--- src/rtl/uart_hex_streamer.sv ---
// uart_hex_streamer
// Prints a captured data word as ASCII hex, most significant nibble first,
// one character per UART frame, optionally terminated by CR LF. The block
// talks to a byte-wide UART transmitter through a valid strobe and watches
// the transmitter's active/done signals to pace each character.
module uart_hex_streamer #(
    parameter int DATA_BYTES  = 32,
    parameter bit UPPER_CASE  = 1'b0,
    parameter bit APPEND_CRLF = 1'b1
) (
    input  logic                    i_Clock,
    input  logic                    i_Reset,
    input  logic                    i_Start,
    input  logic [DATA_BYTES*8-1:0] i_Data,
    output logic                    o_Busy,
    output logic                    o_Done,
    output logic                    o_Tx_DV,
    output logic [7:0]              o_Tx_Byte,
    input  logic                    i_Tx_Active,
    input  logic                    i_Tx_Done
);

    localparam int DATA_W  = DATA_BYTES * 8;
    localparam int N_CHARS = 2 * DATA_BYTES + (APPEND_CRLF ? 2 : 0);
    localparam int CNT_W   = $clog2(N_CHARS + 1);

    typedef enum logic [1:0] {
        IDLE      = 2'd0,
        CHECK     = 2'd1,
        SEND      = 2'd2,
        WAIT_DONE = 2'd3
    } state_t;

    // Map one nibble onto its ASCII hex digit.
    function automatic logic [7:0] hex_ascii(input logic [3:0] nib);
        logic [7:0] ch;
        if (nib < 4'd10) begin
            ch = 8'h30 + {4'h0, nib};
        end else if (UPPER_CASE) begin
            ch = 8'h41 + {4'h0, nib} - 8'd10;
        end else begin
            ch = 8'h61 + {4'h0, nib} - 8'd10;
        end
        return ch;
    endfunction

    // Pick the character for the current position: the counter still holds
    // the number of characters left, so 2 and 1 are the CR and LF slots.
    function automatic logic [7:0] next_char(input logic [3:0]       nib,
                                             input logic [CNT_W-1:0] left);
        logic [7:0] ch;
        if (APPEND_CRLF && (left == CNT_W'(2))) begin
            ch = 8'h0D;
        end else if (APPEND_CRLF && (left == CNT_W'(1))) begin
            ch = 8'h0A;
        end else begin
            ch = hex_ascii(nib);
        end
        return ch;
    endfunction

    state_t             state_r;
    state_t             state_s;
    logic [DATA_W-1:0]  shift_r;
    logic [DATA_W-1:0]  shift_s;
    logic [CNT_W-1:0]   count_r;
    logic [CNT_W-1:0]   count_s;
    logic               busy_r;
    logic               busy_s;
    logic               done_r;
    logic               done_s;
    logic               tx_dv_r;
    logic               tx_dv_s;
    logic [7:0]         tx_byte_r;
    logic [7:0]         tx_byte_s;

    // Next-state, datapath and next-output decode; outputs are registered
    // from the next state so they line up exactly with the state they describe.
    always_comb begin
        state_s   = state_r;
        shift_s   = shift_r;
        count_s   = count_r;
        done_s    = 1'b0;
        tx_byte_s = tx_byte_r;

        case (state_r)
            IDLE: begin
                if (i_Start) begin
                    shift_s = i_Data;
                    count_s = CNT_W'(N_CHARS);
                    state_s = CHECK;
                end else begin
                    state_s = IDLE;
                end
            end

            CHECK: begin
                if (i_Tx_Active) begin
                    state_s = CHECK;
                end else begin
                    state_s   = SEND;
                    tx_byte_s = next_char(shift_r[DATA_W-1 -: 4], count_r);
                end
            end

            SEND: begin
                // Once the hex digits are exhausted the register is all zero,
                // so shifting through the CR/LF slots is harmless.
                shift_s = {shift_r[DATA_W-5:0], 4'h0};
                state_s = WAIT_DONE;
            end

            WAIT_DONE: begin
                if (i_Tx_Done) begin
                    count_s = count_r - CNT_W'(1);
                    if (count_r == CNT_W'(1)) begin
                        state_s = IDLE;
                        done_s  = 1'b1;
                    end else begin
                        state_s = CHECK;
                    end
                end else begin
                    state_s = WAIT_DONE;
                end
            end

            default: begin
                state_s = IDLE;
            end
        endcase

        tx_dv_s = (state_s == SEND);
        busy_s  = (state_s != IDLE);
    end

    // State, datapath and output registers with synchronous reset.
    always_ff @(posedge i_Clock) begin
        if (i_Reset) begin
            state_r   <= IDLE;
            shift_r   <= '0;
            count_r   <= '0;
            busy_r    <= 1'b0;
            done_r    <= 1'b0;
            tx_dv_r   <= 1'b0;
            tx_byte_r <= 8'h00;
        end else begin
            state_r   <= state_s;
            shift_r   <= shift_s;
            count_r   <= count_s;
            busy_r    <= busy_s;
            done_r    <= done_s;
            tx_dv_r   <= tx_dv_s;
            tx_byte_r <= tx_byte_s;
        end
    end

    assign o_Busy    = busy_r;
    assign o_Done    = done_r;
    assign o_Tx_DV   = tx_dv_r;
    assign o_Tx_Byte = tx_byte_r;

endmodule

--- config.mk ---
export PLATFORM = sky130hd
export DESIGN_NAME = uart_hex_streamer
export DESIGN_NICKNAME = d
export VERILOG_FILES = /design/src/rtl/uart_hex_streamer.sv
export SDC_FILE = /design/constraint.sdc
export NUM_CORES = 1
export LEC_CHECK = 0
export ABC_CLOCK_PERIOD_IN_PS = 1700
export CAP_MARGIN = 15
export CORE_MARGIN = 1
export CORE_UTILIZATION = 46
export CTS_CLUSTER_DIAMETER = 30
export DETAILED_ROUTE_END_ITERATION = 10
export PLACE_DENSITY = 0.86
export RECOVER_POWER = 100
export SYNTH_ARGS = -nofsm -noshare
export SYNTH_HDL_FRONTEND = slang
export SYNTH_SLANG_ARGS = --single-unit
--- constraint.sdc ---
create_clock -name i_Clock -period 1.7 [get_ports i_Clock]
set_clock_uncertainty 0.15 [all_clocks]
set_input_delay 0.17 -clock i_Clock [delete_from_list [all_inputs] [get_ports i_Clock]]
set_output_delay 0.17 -clock i_Clock [all_outputs]
set_load 0.02 [all_outputs]
==> run_results.csv, run 1 <==
group,metric,value,unit
outcome,status,"finished with violations",
outcome,violations,"negative setup slack",
global_routing,busiest_layer,"met2",
cts,htree_levels,2,
hold_path,worstHoldStart,"i_Data[9]",
worst_setup_path,critical_path.max_fanout,3,
sta,hold_viol_final,0,
hold_path,min_path_cells,3,
global_routing,use_met1,31.5,%
power_and_ir_drop,ir_drop,0.000866,V
final_layout,seq_area,5510,um2
synth,synth_warnings,0,
place,dp.final_hpwl,22400,um
floorplanning,die_area,26400,um2
power_and_ir_drop,power.density,1240,nW/um2
synth,synth_area,11800,um2
floorplanning,die_h,162,um
cts,cts.sinks,275,
synth,ys_types,38,
global_routing,grt_pass1_vias,11459,
worst_setup_path,critPathRequiredTime,1970,ps
final_layout,multiInputGateArea,5860,um2
final_layout,n_fill_cell,1747,
routing,via_count,12409,
sta,period_share,102,%
synth,synth_top_family_by_area,"simple AND/OR/NAND/NOR gates",
worst_setup_path,critPathKind,"reg -> reg",
synth,synth_xor_area_share,0.444,%
global_routing,grt_use_met2,42.4,%
cts,numCtsBuffers,52,
floorplanning,die_w,162,um
global_routing,met3_usage,3.92,%
sta,fin_ws,-33.7,ps
power_and_ir_drop,totalPowerFinal,22300,uW
final_layout,final_util,71.2,%
global_routing,grt_usage,24.9,%
sta,setup_violations,4,
synth,synth_simple_gate_area_share,26.0,%
cts,worstSkewPairLatency,530,ps
sta,drv_slew,0,
synth,synth_fp_nets,1790,
synth,synthAdderAreaFrac,0.423,%
synth,syn_inst,1525,
worst_setup_path,reg2regPathDepth,4,
cts,clk_pin_slew,50,ps
flow_run,cap_violations,0,
worst_setup_path,crit_arrival,2000,ps
synth,ys.flop_type,"dfxtp_1",
routing,post_drt_via_cell_ratio,5.69,
sta,period_needed,1730,ps
routing,routed_wl,36900,um
global_routing,antenna_found_initial,0,
synth,async_reset_ff_share,0,%
power_and_ir_drop,p_leak,0.00713,uW
worst_setup_path,critPathLaunchType,"flip-flop",
global_routing,grt-ovfl-total,0,
final_layout,syn_to_final_growth,51.9,%
floorplanning,core,25300,um2
routing,drt_pass1_iterations,6,
global_routing,grt_pass1_wl,54200,um
hold_path,min_delay_worst_endpoint,"shift_r[9]",
floorplanning,start_util,46.9,%
routing,wl_per_cell,16.9,um
worst_setup_path,reg2reg_to,"o_Busy",
floorplanning,boundaryPins,272,
cts,root_buffer,"clkbuf_16",
synth,synth_edf_count,0,
cts,cts_buffer_depth,3,
routing,drt_iter0_drc,1100,
final_layout,nNetsFinal,2072,
routing,drc,0,
floorplanning,rows,58,
place,gp_congestion,0.868,
worst_setup_path,r2r_slack,-30,ps
synth,syn_avg_cell_area,7.77,um2
cts,cts_tree,"yes",
synth,synth_seq_cells,275,
hold_path,hold_path.class,"in -> reg",
final_layout,drive_above_1_share,13.3,%
sta,rsz0062_at_grt,"yes",
synth,synthMuxAreaShare,0,%
synth,synth_compound_area_share,20.5,%
place,port_buffers,270,
worst_setup_path,timing.rr.start,"count_r[3]",
sta,fmax,577,MHz
routing,antenna_left,0,
final_layout,n_antenna_cell,0,
synth,ys_seq_area_share,46.5,%
global_routing,grt_max_degree,88,
worst_setup_path,end_kind,"flip-flop",
[cell type report]
cell class                      instances  share of cell area, %
Clock inverter                         34                   2.86
Clock buffer                           62                   7.84
Inverter                                7                  0.146
Timing Repair Buffer                  374                   23.6
Multi-Input combinational cell       1097                   32.6
Tap cell                              330                   2.29
Sequential cell                       275                   30.6
[sequential cells by signal (all words and copies together), names as in the netlist]
name and cells:
o_Tx_Byte 7, state_r 2, o_Busy 1, o_Done 1, count_r 7, o_Tx_DV 1
shift_r 256
[per-stage QoR]
step           setup WS (ps)  instance area, um2  hold WS (ps)  instances  setup TNS, ps
2_1_floorplan           1.86               11800           168       1525              0
3_3_place_gp            -284               15400           308       2063         -53330
3_5_place_dp            -309               15400           316       2063         -59850
4_1_cts                -15.3               17400          36.7       2161          -53.4
5_1_grt                -97.7               18000          49.4       2179          -1710
6_report               -33.7               18000          61.7       2179           -103
[synth_stat cells (2+ instances only)]
master | n | area (um2)
a311oi_1 | 252 | 2210
or3_1 | 2 | 12.5
buf_2 | 52 | 260
o21a_1 | 3 | 22.5
nand2_1 | 510 | 1910
ha_1 | 4 | 50.1
a21oi_1 | 12 | 60.1
inv_1 | 7 | 26.3
and3_1 | 2 | 12.5
buf_1 | 10 | 37.5
clkbuf_1 | 64 | 240
o2111ai_1 | 2 | 17.5
o21ai_0 | 8 | 40.0
nor3_1 | 4 | 20.0
o211ai_1 | 2 | 15.0
xor2_1 | 3 | 26.3
dfxtp_1 | 275 | 5510
xnor2_1 | 3 | 26.3
nor2_1 | 268 | 1010
a22oi_1 | 4 | 30.0
nor2b_1 | 2 | 12.5
buf_4 | 20 | 150
[how the worst max path moves through the flow]
stage / start / end / cells after the start
floorplan: count_r[2] / o_Busy / 4
global placement: i_Start / count_r[6] / 6
detailed placement: i_Start / shift_r[101] / 7
CTS: count_r[6] / o_Busy / 4
global route: state_r[0] / shift_r[201] / 6
finish: count_r[3] / o_Busy / 4
[power by group]
| part | switching [uW] | internal [uW] | total [uW] |
|---|---|---|---|
| Sequential | 410 | 7160 | 7570 |
| Combinational | 1760 | 1810 | 3560 |
| Clock | 3520 | 7640 | 11200 |
[placed cells by master, fill, tap and decap left out, types with 7 or more instances in the layout]
cell type        instances
a311oi_2                32
buf_12                  28
bufinv_16               11
inv_1                    7
o21ai_0                  8
a21oi_1                 11
nor2_1                 266
clkdlybuf4s50_1        259
clkbuf_16               63
dlygate4sd2_1           10
buf_4                   44
a311oi_1               220
nand2_1                509
buf_16                  11
buf_6                    9
dfxtp_1                271
[what timing repair did]
action | 4_1_cts | 5_1_grt
endpoints found under the setup margin | 98 | 193
endpoints found under the hold margin | 41 | 0
gates resized for setup | 19 | 53
cloned | 0 | 11
buffers inserted | 1 | 7
pin swaps | 4 | 29
hold buffers | 1 | 0
[metal layers]
metal / vias up / part of all wire (%) / wire [um]
li1: 5896 / - / -
met1: 5824 / 41 / 15200
met2: 601 / 48 / 17800
met3: 88 / 7.8 / 2880
met4: 0 / 2.8 / 1030
met5: - / 0 / 0
[cell families after synthesis]
logic type | Yosys count
buffers and inverters | 153
AOI/OAI and AO/OA | 287
other | 1
DFF | 275
and+or+nand+nor | 799
xor gates and xnor gates | 6
adders and majority gates | 4
[worst max-delay path, cell delays in order, from the launching register on]
cell      delay [ps]
dfxtp_2          310
or4_4            570
nor3b_4          260
a221oi_2         100
or2_1            230
Power figures use the tool's default switching activity.
==> inputs of run 2 (changes only) <==
--- a/config.mk
+++ b/config.mk
@@ -5,13 +5,13 @@
 export SDC_FILE = /design/constraint.sdc
 export NUM_CORES = 1
 export LEC_CHECK = 0
-export ABC_CLOCK_PERIOD_IN_PS = 1700
+export ABC_CLOCK_PERIOD_IN_PS = 1800
 export CAP_MARGIN = 15
 export CORE_MARGIN = 1
-export CORE_UTILIZATION = 46
+export CORE_UTILIZATION = 50
 export CTS_CLUSTER_DIAMETER = 30
 export DETAILED_ROUTE_END_ITERATION = 10
-export PLACE_DENSITY = 0.86
+export PLACE_DENSITY = 0.89
 export RECOVER_POWER = 100
 export SYNTH_ARGS = -nofsm -noshare
 export SYNTH_HDL_FRONTEND = slang
==> constraint.sdc (replaced) <==
create_clock -name i_Clock -period 1.8 [get_ports i_Clock]
set_clock_uncertainty 0.15 [all_clocks]
set_input_delay 0.18 -clock i_Clock [delete_from_list [all_inputs] [get_ports i_Clock]]
set_output_delay 0.18 -clock i_Clock [all_outputs]
set_load 0.02 [all_outputs]
==> run_results.csv, run 2 (synthesis gave the netlist of run 1 again) <==
group,metric,value,unit
worst_setup_path,reg2regPathDepth,5,
power_and_ir_drop,p_leak,0.00679,uW
place,dp.final_hpwl,21300,um
floorplanning,core,22900,um2
routing,wl_per_cell,15.9,um
cts,worstSkewPairLatency,530,ps
sta,period_share,99.2,%
sta,rsz0062_at_grt,"yes",
sta,period_needed,1790,ps
cts,cts_buffer_depth,3,
routing,drt_iter0_drc,938,
routing,drt_pass1_iterations,5,
global_routing,grt_usage,27.0,%
routing,routed_wl,33800,um
final_layout,layout_commonest_cell,"nand2_1",
final_layout,nNetsFinal,2038,
worst_setup_path,critical_path.max_fanout,4,
floorplanning,die_area,24300,um2
hold_path,worstHoldStart,"i_Data[182]",
worst_setup_path,critPathKind,"reg -> reg",
global_routing,grt_max_degree,90,
cts,numCtsBuffers,53,
worst_setup_path,reg2reg_to,"o_Tx_Byte[1]",
sta,setup_violations,0,
worst_setup_path,end_kind,"flip-flop",
sta,tns,0,ps
worst_setup_path,critPathLaunchType,"flip-flop",
cts,clk_pin_slew,50,ps
floorplanning,die_h,156,um
final_layout,syn_to_final_growth,44.7,%
floorplanning,boundaryPins,272,
global_routing,grt-ovfl-total,0,
final_layout,n_fill_cell,1494,
flow_run,cap_violations,0,
power_and_ir_drop,ir_drop,0.000577,V
worst_setup_path,critPathRequiredTime,2120,ps
routing,post_drt_via_cell_ratio,5.68,
sta,hold_viol_final,0,
routing,antenna_left,0,
worst_setup_path,r2r_slack,10,ps
cts,cts_tree,"yes",
hold_path,min_path_cells,3,
place,gp_congestion,0.823,
cts,root_buffer,"clkbuf_16",
cts,cts.sinks,275,
floorplanning,start_util,51.7,%
outcome,status,"completed",
hold_path,min_delay_worst_endpoint,"shift_r[182]",
final_layout,multiInputGateArea,5670,um2
final_layout,seq_area,5510,um2
global_routing,antenna_found_initial,1,
floorplanning,die_w,156,um
final_layout,final_util,74.8,%
final_layout,largest_reg_flops,256,
final_layout,drive_above_1_share,9.92,%
sta,fmax,560,MHz
hold_path,hold_path.class,"in -> reg",
global_routing,grt_pass1_vias,11633,
place,port_buffers,270,
worst_setup_path,crit_arrival,2110,ps
worst_setup_path,timing.rr.start,"count_r[2]",
global_routing,grt_pass1_wl,54400,um
sta,hold_slack,67.5,ps
routing,drc,0,
floorplanning,rows,55,
cts,htree_levels,2,
final_layout,top_register,"shift_r",
sta,drv_slew,0,
final_layout,final_cell_mix,"nand2_1 (509), dfxtp_1 (271), nor2_1 (267), clkdlybuf4s50_1 (259), a311oi_1 (250)",
routing,via_count,12103,
power_and_ir_drop,power.density,1180,nW/um2
[run 2: critical path, cell delays in order (launching register included)]
cell and delay, ps:
dfxtp_2 310, or4_4 570, nor3b_4 280, buf_6 140, o211ai_1 90, a21oi_1 170
[run 2: per-stage QoR]
stage / setup WS (ps) / power (uW) / area [um2] / cells
after floorplan: 71.9 / 8830 / 11800 / 1525
after global placement: -99.7 / 9990 / 15200 / 2028
after detailed placement: -167 / 10100 / 15200 / 2028
after CTS: 10.2 / 20300 / 17000 / 2127
after global routing: -49.1 / 21000 / 17100 / 2129
final: 14.5 / 20200 / 17100 / 2129
[run 2: power by group]
group / total (uW) / leakage (uW) / switching [uW] / internal (uW)
logic: 2980 / 0.00360 / 1500 / 1480
registers: 7150 / 0.00228 / 383 / 6770
clock network: 10100 / 0.000911 / 3250 / 6840
total: 20200 / 0.00679 / 5130 / 15100
[run 2: worst max path at each step]
stage	start	slack, ps	endpoint	cells after the start
after floorplan	count_r[2]	70	o_Tx_Byte[4]	4
after global placement	i_Start	-100	shift_r[205]	7
after detailed placement	i_Start	-170	shift_r[203]	7
after CTS	count_r[6]	10	o_Tx_Byte[4]	5
after global routing	count_r[2]	-50	o_Tx_Byte[1]	5
final	count_r[2]	10	o_Tx_Byte[1]	5
[run 2: final cells by class]
cell class | count | share of cell area [%]
Antenna cell | 1 | 0.0146
Clock buffer | 70 | 8.94
Inverter | 7 | 0.153
Tap cell | 313 | 2.29
Clock inverter | 27 | 2.01
Timing Repair Buffer | 339 | 21.3
Multi-Input combinational cell | 1097 | 33.1
Sequential cell | 275 | 32.2
[run 2: what timing repair did]
| action | CTS | global route |
|---|---|---|
| endpoints found under the hold margin | 27 | 0 |
| cloned | 0 | 1 |
| buffers inserted | 1 | 0 |
| setup endpoints to repair | 10 | 48 |
| gates resized for setup | 9 | 15 |
| hold buffers | 1 | 0 |
| pin swaps | 1 | 5 |
[run 2: metal layers]
metal / track usage [%] / up-vias / part of all wire [%]
met1: 33.8 / 5634 / 41
met3: 4.19 / 95 / 6.9
met4: 12.4 / 0 / 3.2
met5: 0 / - / 0
met2: 45.7 / 544 / 49
li1: - / 5830 / -
